<file path="src/rtl/piso_buf_256b_pkg.sv">
// Shared types and sizing for the 256-byte parallel-in, serial-out scan buffer.
// The serial stream is 64 words of 32 bits, sent least significant bit first.
package piso_buf_pkg;

  localparam int WORD_W    = 32;
  localparam int DEPTH     = 64;
  localparam int SCAN_BITS = WORD_W * DEPTH;
  localparam int PTR_W     = 6;
  localparam int CNT_W     = 11;
  // Low bits of the bit counter that index a bit within one word.
  localparam int BIT_W     = $clog2(WORD_W);

  typedef enum logic [2:0] {
    IDLE,
    WACK,
    SPRE,
    SHIFT,
    SDONE
  } state_t;

endpackage

</file>
<file path="src/rtl/piso_buf_256b_if.sv">
// Host-side command and data bundle for the scan buffer.
// The host (master) drives the op request and word; the buffer (slave) returns the handshake and serial data.
interface piso_buf_256b_if;
  import piso_buf_pkg::*;

  logic              val_op;
  logic              op;
  logic [WORD_W-1:0] pin;
  logic              op_ack;
  logic              op_commit;
  logic              scaning;
  logic              sout;

  modport master (
    output val_op,
    output op,
    output pin,
    input  op_ack,
    input  op_commit,
    input  scaning,
    input  sout
  );

  modport slave (
    input  val_op,
    input  op,
    input  pin,
    output op_ack,
    output op_commit,
    output scaning,
    output sout
  );

endinterface

</file>
<file path="src/rtl/piso_buf_256b_ctrl.sv">
// Command FSM for the scan buffer: it accepts WRITE and SCAN ops, pulses ack and commit,
// and sequences the memory and shift-register strobes so that a scan has no gaps.
module piso_buf_256b_ctrl
  import piso_buf_pkg::*;
(
  input  logic clk,
  input  logic reset,
  input  logic i_val_op,
  input  logic i_op,
  input  logic i_word_end,
  input  logic i_cnt_last,
  output logic o_op_ack,
  output logic o_op_commit,
  output logic o_scaning,
  output logic o_addrclr,
  output logic o_ld,
  output logic o_sften,
  output logic o_mem_wen,
  output logic o_mem_ren
);

  state_t r_state;
  state_t w_next;

  always_ff @(posedge clk or negedge reset) begin
    if (!reset) begin
      r_state <= IDLE;
    end else begin
      r_state <= w_next;
    end
  end

  // The handshake outputs are decoded from the state only. val_op affects only the next state and the strobes.
  always_comb begin
    w_next      = r_state;
    o_op_ack    = 1'b0;
    o_op_commit = 1'b0;
    o_scaning   = 1'b0;
    o_addrclr   = 1'b0;
    o_ld        = 1'b0;
    o_sften     = 1'b0;
    o_mem_wen   = 1'b0;
    o_mem_ren   = 1'b0;

    case (r_state)
      IDLE: begin
        if (i_val_op) begin
          if (i_op) begin
            o_mem_ren = 1'b1;
            w_next    = SPRE;
          end else begin
            o_mem_wen = 1'b1;
            w_next    = WACK;
          end
        end
      end

      WACK: begin
        o_op_ack    = 1'b1;
        o_op_commit = 1'b1;
        w_next      = IDLE;
      end

      SPRE: begin
        o_op_ack  = 1'b1;
        o_ld      = 1'b1;
        o_mem_ren = 1'b1;
        w_next    = SHIFT;
      end

      SHIFT: begin
        o_scaning = 1'b1;
        o_sften   = 1'b1;
        // On the last bit of each word, load the prefetched word instead of shifting.
        // This keeps the stream continuous. No prefetch is needed after the final word.
        if (i_word_end && !i_cnt_last) begin
          o_ld      = 1'b1;
          o_mem_ren = 1'b1;
        end
        if (i_cnt_last) begin
          w_next = SDONE;
        end
      end

      SDONE: begin
        o_op_commit = 1'b1;
        o_addrclr   = 1'b1;
        w_next      = IDLE;
      end

      default: begin
        w_next = IDLE;
      end
    endcase
  end

endmodule

</file>
<file path="src/rtl/piso_buf_256b_datapath.sv">
// Storage and serialisation for the scan buffer: word memory with a registered read,
// write and read pointers, the scan bit counter, and the output shift register.
module piso_buf_256b_datapath
  import piso_buf_pkg::*;
(
  input  logic              clk,
  input  logic              reset,
  input  logic [WORD_W-1:0] i_pin,
  input  logic              i_addrclr,
  input  logic              i_ld,
  input  logic              i_sften,
  input  logic              i_mem_wen,
  input  logic              i_mem_ren,
  output logic              o_word_end,
  output logic              o_cnt_last,
  output logic              o_sout
);

  logic [WORD_W-1:0] r_mem [DEPTH];
  logic [WORD_W-1:0] r_rdata;
  logic [WORD_W-1:0] r_shift;
  logic [PTR_W-1:0]  r_wptr;
  logic [PTR_W-1:0]  r_rptr;
  logic [CNT_W-1:0]  r_cnt;

  // Memory contents survive reset. The FSM never requests a write and a read in the same cycle.
  always_ff @(posedge clk) begin
    if (i_mem_wen) begin
      r_mem[r_wptr] <= i_pin;
    end
    if (i_mem_ren) begin
      r_rdata <= r_mem[r_rptr];
    end
  end

  always_ff @(posedge clk or negedge reset) begin
    if (!reset) begin
      r_wptr <= '0;
      r_rptr <= '0;
      r_cnt  <= '0;
    end else if (i_addrclr) begin
      r_wptr <= '0;
      r_rptr <= '0;
      r_cnt  <= '0;
    end else begin
      if (i_mem_wen) begin
        r_wptr <= r_wptr + 1'b1;
      end
      if (i_mem_ren) begin
        r_rptr <= r_rptr + 1'b1;
      end
      if (i_sften) begin
        r_cnt <= r_cnt + 1'b1;
      end
    end
  end

  always_ff @(posedge clk or negedge reset) begin
    if (!reset) begin
      r_shift <= '0;
    end else if (i_ld) begin
      r_shift <= r_rdata;
    end else if (i_sften) begin
      r_shift <= {1'b0, r_shift[WORD_W-1:1]};
    end
  end

  assign o_word_end = &r_cnt[BIT_W-1:0];
  assign o_cnt_last = (r_cnt == CNT_W'(SCAN_BITS - 1));
  // The shift-enable is high only in SHIFT, so it also forces sout low outside a scan.
  assign o_sout     = i_sften & r_shift[0];

endmodule

</file>
<file path="src/rtl/piso_buf_256b.sv">
// Top level of the 256-byte parallel-in, serial-out scan buffer.
// It joins the command FSM to the memory and shift datapath.
module piso_buf_256b (
  input  logic            clk,
  input  logic            reset,
  piso_buf_256b_if.slave  bus
);

  logic w_addrclr;
  logic w_ld;
  logic w_sften;
  logic w_mem_wen;
  logic w_mem_ren;
  logic w_word_end;
  logic w_cnt_last;

  piso_buf_256b_ctrl u_ctrl (
    .clk         (clk),
    .reset       (reset),
    .i_val_op    (bus.val_op),
    .i_op        (bus.op),
    .i_word_end  (w_word_end),
    .i_cnt_last  (w_cnt_last),
    .o_op_ack    (bus.op_ack),
    .o_op_commit (bus.op_commit),
    .o_scaning   (bus.scaning),
    .o_addrclr   (w_addrclr),
    .o_ld        (w_ld),
    .o_sften     (w_sften),
    .o_mem_wen   (w_mem_wen),
    .o_mem_ren   (w_mem_ren)
  );

  piso_buf_256b_datapath u_datapath (
    .clk        (clk),
    .reset      (reset),
    .i_pin      (bus.pin),
    .i_addrclr  (w_addrclr),
    .i_ld       (w_ld),
    .i_sften    (w_sften),
    .i_mem_wen  (w_mem_wen),
    .i_mem_ren  (w_mem_ren),
    .o_word_end (w_word_end),
    .o_cnt_last (w_cnt_last),
    .o_sout     (bus.sout)
  );

endmodule

</file>
<file path="src/flat_wrapper.sv">
// flat-port wrapper written by rule: the top's interface ports become plain ports
module piso_buf_256b_flat 
  (clk, reset, bus_val_op, bus_op, bus_pin, bus_op_ack, bus_op_commit, bus_scaning, bus_sout);
  piso_buf_256b_if bus_i ();
  input  logic clk;
  input  logic reset;
  input wire logic [$bits(bus_i.val_op)-1:0] bus_val_op;
  input wire logic [$bits(bus_i.op)-1:0] bus_op;
  input wire logic [$bits(bus_i.pin)-1:0] bus_pin;
  output wire logic [$bits(bus_i.op_ack)-1:0] bus_op_ack;
  output wire logic [$bits(bus_i.op_commit)-1:0] bus_op_commit;
  output wire logic [$bits(bus_i.scaning)-1:0] bus_scaning;
  output wire logic [$bits(bus_i.sout)-1:0] bus_sout;
  assign bus_i.val_op = bus_val_op;
  assign bus_i.op = bus_op;
  assign bus_i.pin = bus_pin;
  assign bus_op_ack = bus_i.op_ack;
  assign bus_op_commit = bus_i.op_commit;
  assign bus_scaning = bus_i.scaning;
  assign bus_sout = bus_i.sout;
  piso_buf_256b u_core (.clk(clk), .reset(reset), .bus(bus_i));
endmodule
</file>
<file path="config.mk">
export PLATFORM = sky130hd
export DESIGN_NAME = piso_buf_256b_flat
export DESIGN_NICKNAME = d
export VERILOG_FILES = /design/src/rtl/piso_buf_256b_pkg.sv /design/src/rtl/piso_buf_256b_if.sv /design/src/rtl/piso_buf_256b_ctrl.sv /design/src/rtl/piso_buf_256b_datapath.sv /design/src/rtl/piso_buf_256b.sv /design/src/flat_wrapper.sv
export SDC_FILE = /design/constraint.sdc
export NUM_CORES = 2
export LEC_CHECK = 0
export ABC_CLOCK_PERIOD_IN_PS = 4500
export CAP_MARGIN = 15
export CORE_ASPECT_RATIO = 1.25
export CORE_UTILIZATION = 25
export DETAILED_ROUTE_END_ITERATION = 12
export HOLD_SLACK_MARGIN = 0.02
export SYNTH_ARGS = -nofsm -noshare
export SYNTH_HDL_FRONTEND = slang
export SYNTH_SLANG_ARGS = --single-unit
export TNS_END_PERCENT = 1
</file>
<file path="constraint.sdc">
create_clock -name clk -period 4.5 [get_ports clk]
set_clock_uncertainty 0.05 [all_clocks]
set_input_delay 0.9 -clock clk [delete_from_list [all_inputs] [get_ports clk]]
set_output_delay 0.9 -clock clk [all_outputs]
set_load 0.01 [all_outputs]
</file>
### Word level (Yosys, flattened, before mapping)

Memories as Yosys holds them, arrays and structs flattened. A register that Yosys moved wholly into a read port is not among the register bits.
Index checks and enable logic that the tools add are counted.

| word-level totals | value |
|---|---|
| flip-flop bits (word level) | 58 |
| memory bits (writable) | 2048 |
| input port bits | 36 |
| word-level logic and storage cells | 54 |
| memories kept | 1 |

| operators by class | value |
|---|---|
| add/subtract/negate cells | 3 |
| equality and inequality tests | 7 |
| multiplexer cells | 26 |
| bitwise operators | 1 |
| reduce and logical (&&, ||, !) cells | 11 |

Memories:

| name | depth | bits a word | rd ports | clocked after memory_dff | wr ports | RTL line | RTL |
|---|---|---|---|---|---|---|---|
| u_core.u_datapath.r_mem | 64 | 32 | 1 | 1 | 1 | piso_buf_256b_datapath.sv:19 | `logic [WORD_W-1:0] r_mem [DEPTH];` |

Operators with widths:

| kind | count |
|---|---|
| 2-to-1 mux 32 bit | 2 |
| 2-to-1 mux 6 bit | 4 |
| 2-to-1 mux 11 bit | 2 |
| adder 6 x 1 -> 6 bit (second input constant) | 2 |
| 2-to-1 mux 1 bit | 12 |
| adder 11 x 1 -> 11 bit (second input constant) | 1 |
| equality test 11 bit (second input constant) | 1 |
| one-hot mux 3 bit (3 select lines) | 1 |
| nonzero test 2 bit | 4 |
| equality test 3 x 2 -> 1 bit (second input constant) | 2 |
| 2-to-1 mux 3 bit | 2 |
| AND reduction 5 bit | 1 |
| != test 2 bit (second input constant) | 2 |
| OR reduction 2 bit | 2 |
| equality test 3 x 1 -> 1 bit (second input constant) | 1 |
| equality test 3 bit (second input constant) | 1 |
| zero test 3 bit | 1 |
| one-hot mux 1 bit (3 select lines) | 1 |
| 2-to-1 mux 2 bit | 1 |
| one-hot mux 1 bit (2 select lines) | 1 |
| AND reduction 2 bit | 1 |
| AND 1 bit | 1 |
| logical AND 1 bit | 1 |
| zero test 1 bit | 1 |

### Depth between registers and ports, before layout

| depth | value |
|---|---|
| word-level depth | 7 |
| depth in mapped cells | 12 |
| mapped depth without buffers | 8 |

### By module

Synthesis repeated with hierarchy kept, for this count alone.

| second synthesis, totals | value |
|---|---|
| cell total of the unflattened synthesis | 3840 |
| area total of the unflattened synthesis | 82070.0 sq um |

By module, submodules not included:

| module | instances | cells each | area each (sq um) |
|---|---|---|---|
| piso_buf_256b_datapath | 1 | 3815 | 81848.5 |
| piso_buf_256b_ctrl | 1 | 25 | 221.5 |

### Worst setup path after synthesis

No wires, ideal clock.

| timing | value |
|---|---|
| path type | in2reg |
| start | in bus_val_op |
| end | mem u_core.u_datapath.r_mem[53][0] (enable) |
| setup time | 0.421 ns |
| arrival time | 3.482 ns |
| setup slack | 0.546 ns |
| stages on the path | 7 |
| buffers on the path | 1 |
| path through | nor2b_1 > nand2b_1 > nor3_1 > clkbuf_1 > nor2b_1 > nand3_1 > nor2_1 |

| on the way | value |
|---|---|
| longest elaborated chain between the ends | 4 |

Ends and longest elaborated chain:

| item | RTL line | RTL |
|---|---|---|
| start, declared | flat_wrapper.sv:7 | `input wire logic [$bits(bus_i.val_op)-1:0] bus_val_op;` |
| 2-to-1 mux 1 bit | piso_buf_256b_ctrl.sv:47 | `if (i_val_op) begin` |
| 2-to-1 mux 1 bit | piso_buf_256b_ctrl.sv:45 | `case (r_state)` |
| 2-to-1 mux 1 bit | piso_buf_256b_datapath.sv:28 | `if (i_mem_wen) begin` |
| 2-to-1 mux 1 bit (implied by the code) | piso_buf_256b_datapath.sv:29 | `r_mem[r_wptr] <= i_pin;` |
| end, declared | piso_buf_256b_datapath.sv:19 |  |

No other way between the ends.

==> impl_results.md <==
- CP Buf/Inv Count: 3
- Setup WS pre-CTS: approximately 0.53 ns
- Starting density of the core: approximately a quarter
- Row Count: 235
- R2R depth: 7
- WS Path Type: flop to flop
- First-pass DRT Iterations: 5
- Slowest cell on the critical path: a2111oi_0
- Register bit total from synthesis: 2138
- Post-layout min period: 3.79 ns
- Vias in the first global route: 40814
- Initial antenna violation count: 25
- Reg2Reg Setup Slack: slightly above 0.7 ns
- Number of synthesized flops with an enable pin: between 2000 and 2500
- ANT nets after route: 0
- Yosys warnings: 0
- Fin crit share: 84.2%
- Leakage dissipation: 30.7 nW
- Final hold vios: 0
- CTS tree: done
- Slew HR: about a fifth
- Final worst setup slack: between 0.7 and 0.8 ns
- Maximum VDD drop: about 0.27 mV
- RSZ-0062 raised after global routing: false
- CP max FO: 28
- H-tree depth: 4
- Post-Syn Instances: 3787
- CP delay by family, top: compound AO/OA/AOI/OAI gates
- Cell chain of the critical path: buf_12 > buf_4 > mux4_2 > a2111oi_0 > nor3_1 > buf_4 > a31o_1
- First-pass GRT wire length: 311000 um
- Clk buf depth: 4
- Crit path capture type: flop
- Crit-path most repeated cell: buf_4
- Reg2Reg Capture Point: u_core.u_datapath.r_rdata[18]$_DFFE_PP_
- Highest clock rate: 264 MHz
- Width of the die: 515 um
- HP Class: flop to flop
- Drt via density: 4.61
- Setup violators final: 0
- Drt drc: 0
- IO Count: 40
- Most frequent cells in the layout: edfxtp_1 (2080), mux4_2 (462), mux2i_1 (260)
- FFs w/ async S/R, synth: between 2 and 3%
- Layout fillers: 31367
- Syn nets: 3827
- Status: complete, no violations
- Die height: 643 um
- Mean area per synthesized cell: 21.7 sq um
- CP endpoint: u_core.u_datapath.r_rdata[18]$_DFFE_PP_
- Clock slew at reported path FFs: around 0.070 ns
- Critical path arrival: 4.31 ns
- P per Cell Area: ~420 nW/um^2
- Die ar.: 331000 sq um
- GP Congestion: 0.871
- Critical Path Stages: 7
- Synth Flop Type: edfxtp_1
- Routed WL: 221000 um
- Num CTS Buffers: 192
- Core ar.: 327000 sq um
- Worst setup SP type: flop
- Reg2reg start: u_core.u_datapath.r_rptr[0]$_DFFE_PN0P_
- Via count: about 40000
- Crit path launch: u_core.u_datapath.r_rptr[0]$_DFFE_PN0P_
- Slew Viols, Final: 0
- Worst path max stage delay: 0.93 ns
- Total Routing Usage GR: 13.1%
- Largest net degree at the start of global routing: 83
- Final net count: 4157
- Worst-skew pair later-pin latency: about 0.84 ns
- Area grow syn2layout: 17.9%
- Layout cells sized above 1: 27.8%
- # clock sinks: between 2000 and 2500
- Post-CTS sizing: 0
- Initial DRC Count: 4410
- Root Driver: clkbuf_16
- Post-synth cell types: 57
- Port Buffer Count: 39
- Post-synthesis sequential area ratio: 77.8%
- Post-synthesis cell area: between 80000 and 90000 sq um
- Routed len/inst: 25.5 um
- Max-cap violations: 0
- Worst-Margin Slew: around 1.2 ns
- HPWL after DPL: about 140000 um
- Setup TNS: 0 ns
- Req. time, crit path: 5.02 ns
- GRT overflow: 0
- Most common cell after layout, fill and taps aside: edfxtp_1
## cell families (layout without fill, tap and decap cells)
group / Yosys count / count (layout) / share of synthesized area [%]
DFF: 2138 / 2138 / 77.8
muxes: 727 / 727 / 15.9
AOI/OAI and AO/OA: 341 / 341 / 2.80
and+or+nand+nor: 341 / 341 / 1.79
buffers and inverters: 224 / 702 / 1.53
xor gates and xnor gates: 12 / 12 / 0.128
adders and majority gates: 4 / 4 / 0.0609
other: 0 / 9 / 0
## routing by layer
metal | global-route usage, % | wire [um] | share of wire [%] | vias to the layer above
li1 | - | - | - | 16539
met1 | 16.3 | 85600 | 39 | 21485
met2 | 22.3 | 111000 | 50 | 1504
met3 | 1.96 | 14400 | 6.5 | 340
met4 | 5.74 | 10300 | 4.7 | 16
met5 | 0 | 103 | 0.047 | -
## layout make-up
class	instances	area, sq um	share of cell area [%]
antenna	9	22.5	0.0232
sequential	2138	63900	66.0
tap	4384	5490	5.66
inverter	6	30.0	0.0310
clock buffer	228	5000	5.16
multi-input combinational	1425	17500	18.1
clock inverter	114	1200	1.24
timing repair buffer	354	3690	3.81
## synth_stat cells (all sizes together), types with 11 or more instances
library cell	count	area, sq um
a211oi	18	135
a22oi	15	113
a221oi	20	175
buf	131	907
dfrtp	58	1450
o21ai	74	370
mux4	462	10400
a21oi	61	305
o22ai	48	300
nand2	141	529
mux2i	260	2600
a2111oi	26	228
nand3	17	85.1
nor3	11	55.1
o221ai	28	245
edfxtp	2080	62500
clkbuf	87	327
nor2	117	439
## report_power, final
part	switching [mW]	internal [mW]	leakage (nW)	total, mW
registers	0.0363	21.8	19.4	21.9
clock network	7.12	9.33	3.06	16.5
logic	1.60	0.879	8.23	2.48
total	8.76	32.0	30.7	40.8
## per-stage QoR
step	power, mW	instances	hold slack (ns)	area (sq um)	utilization [%]
final	40.8	8658	0.431	96900	29.6
after floorplan	23.5	3787	0.392	82200	-
after CTS	41.1	8643	0.433	96800	29.6
after global routing	41.8	8650	0.454	96900	29.6
after global placement	24.8	8299	0.411	90500	27.7
after detailed placement	24.8	8300	0.419	90500	27.7
## timing repair
action	4_1_cts	5_1_grt
buffers inserted	0	0
endpoints found under the hold margin	20	0
hold buffers	1	0
## worst min-delay path, stage by stage, from the launching register on
cell and delay (ns):
dfrtp_1 0.34, nand2_1 0.05, o21ai_0 0.06
## registers in the layout (all words and copies together), names as in the netlist
register / count
u_core.u_datapath.r_mem: 2048
u_core.u_datapath.r_rdata: 32
u_core.u_datapath.r_shift: 32
u_core.u_datapath.r_cnt: 11
u_core.u_datapath.r_rptr: 6
u_core.u_datapath.r_wptr: 6
u_core.u_ctrl.r_state: 3
## worst min path at each step
stage / depth (start not counted) / start / endpoint
after floorplan: 2 / u_core.u_datapath.r_shift[0]$_DFFE_PN0P_ / u_core.u_datapath.r_shift[0]$_DFFE_PN0P_
after global placement: 2 / u_core.u_datapath.r_shift[26]$_DFFE_PN0P_ / u_core.u_datapath.r_shift[26]$_DFFE_PN0P_
after detailed placement: 2 / u_core.u_datapath.r_shift[2]$_DFFE_PN0P_ / u_core.u_datapath.r_shift[2]$_DFFE_PN0P_
after CTS: 2 / u_core.u_datapath.r_shift[2]$_DFFE_PN0P_ / u_core.u_datapath.r_shift[2]$_DFFE_PN0P_
after global routing: 1 / u_core.u_datapath.r_rdata[31]$_DFFE_PP_ / u_core.u_datapath.r_shift[31]$_DFFE_PN0P_
final: 2 / u_core.u_datapath.r_shift[2]$_DFFE_PN0P_ / u_core.u_datapath.r_shift[2]$_DFFE_PN0P_
Power figures use the tool's default switching activity.
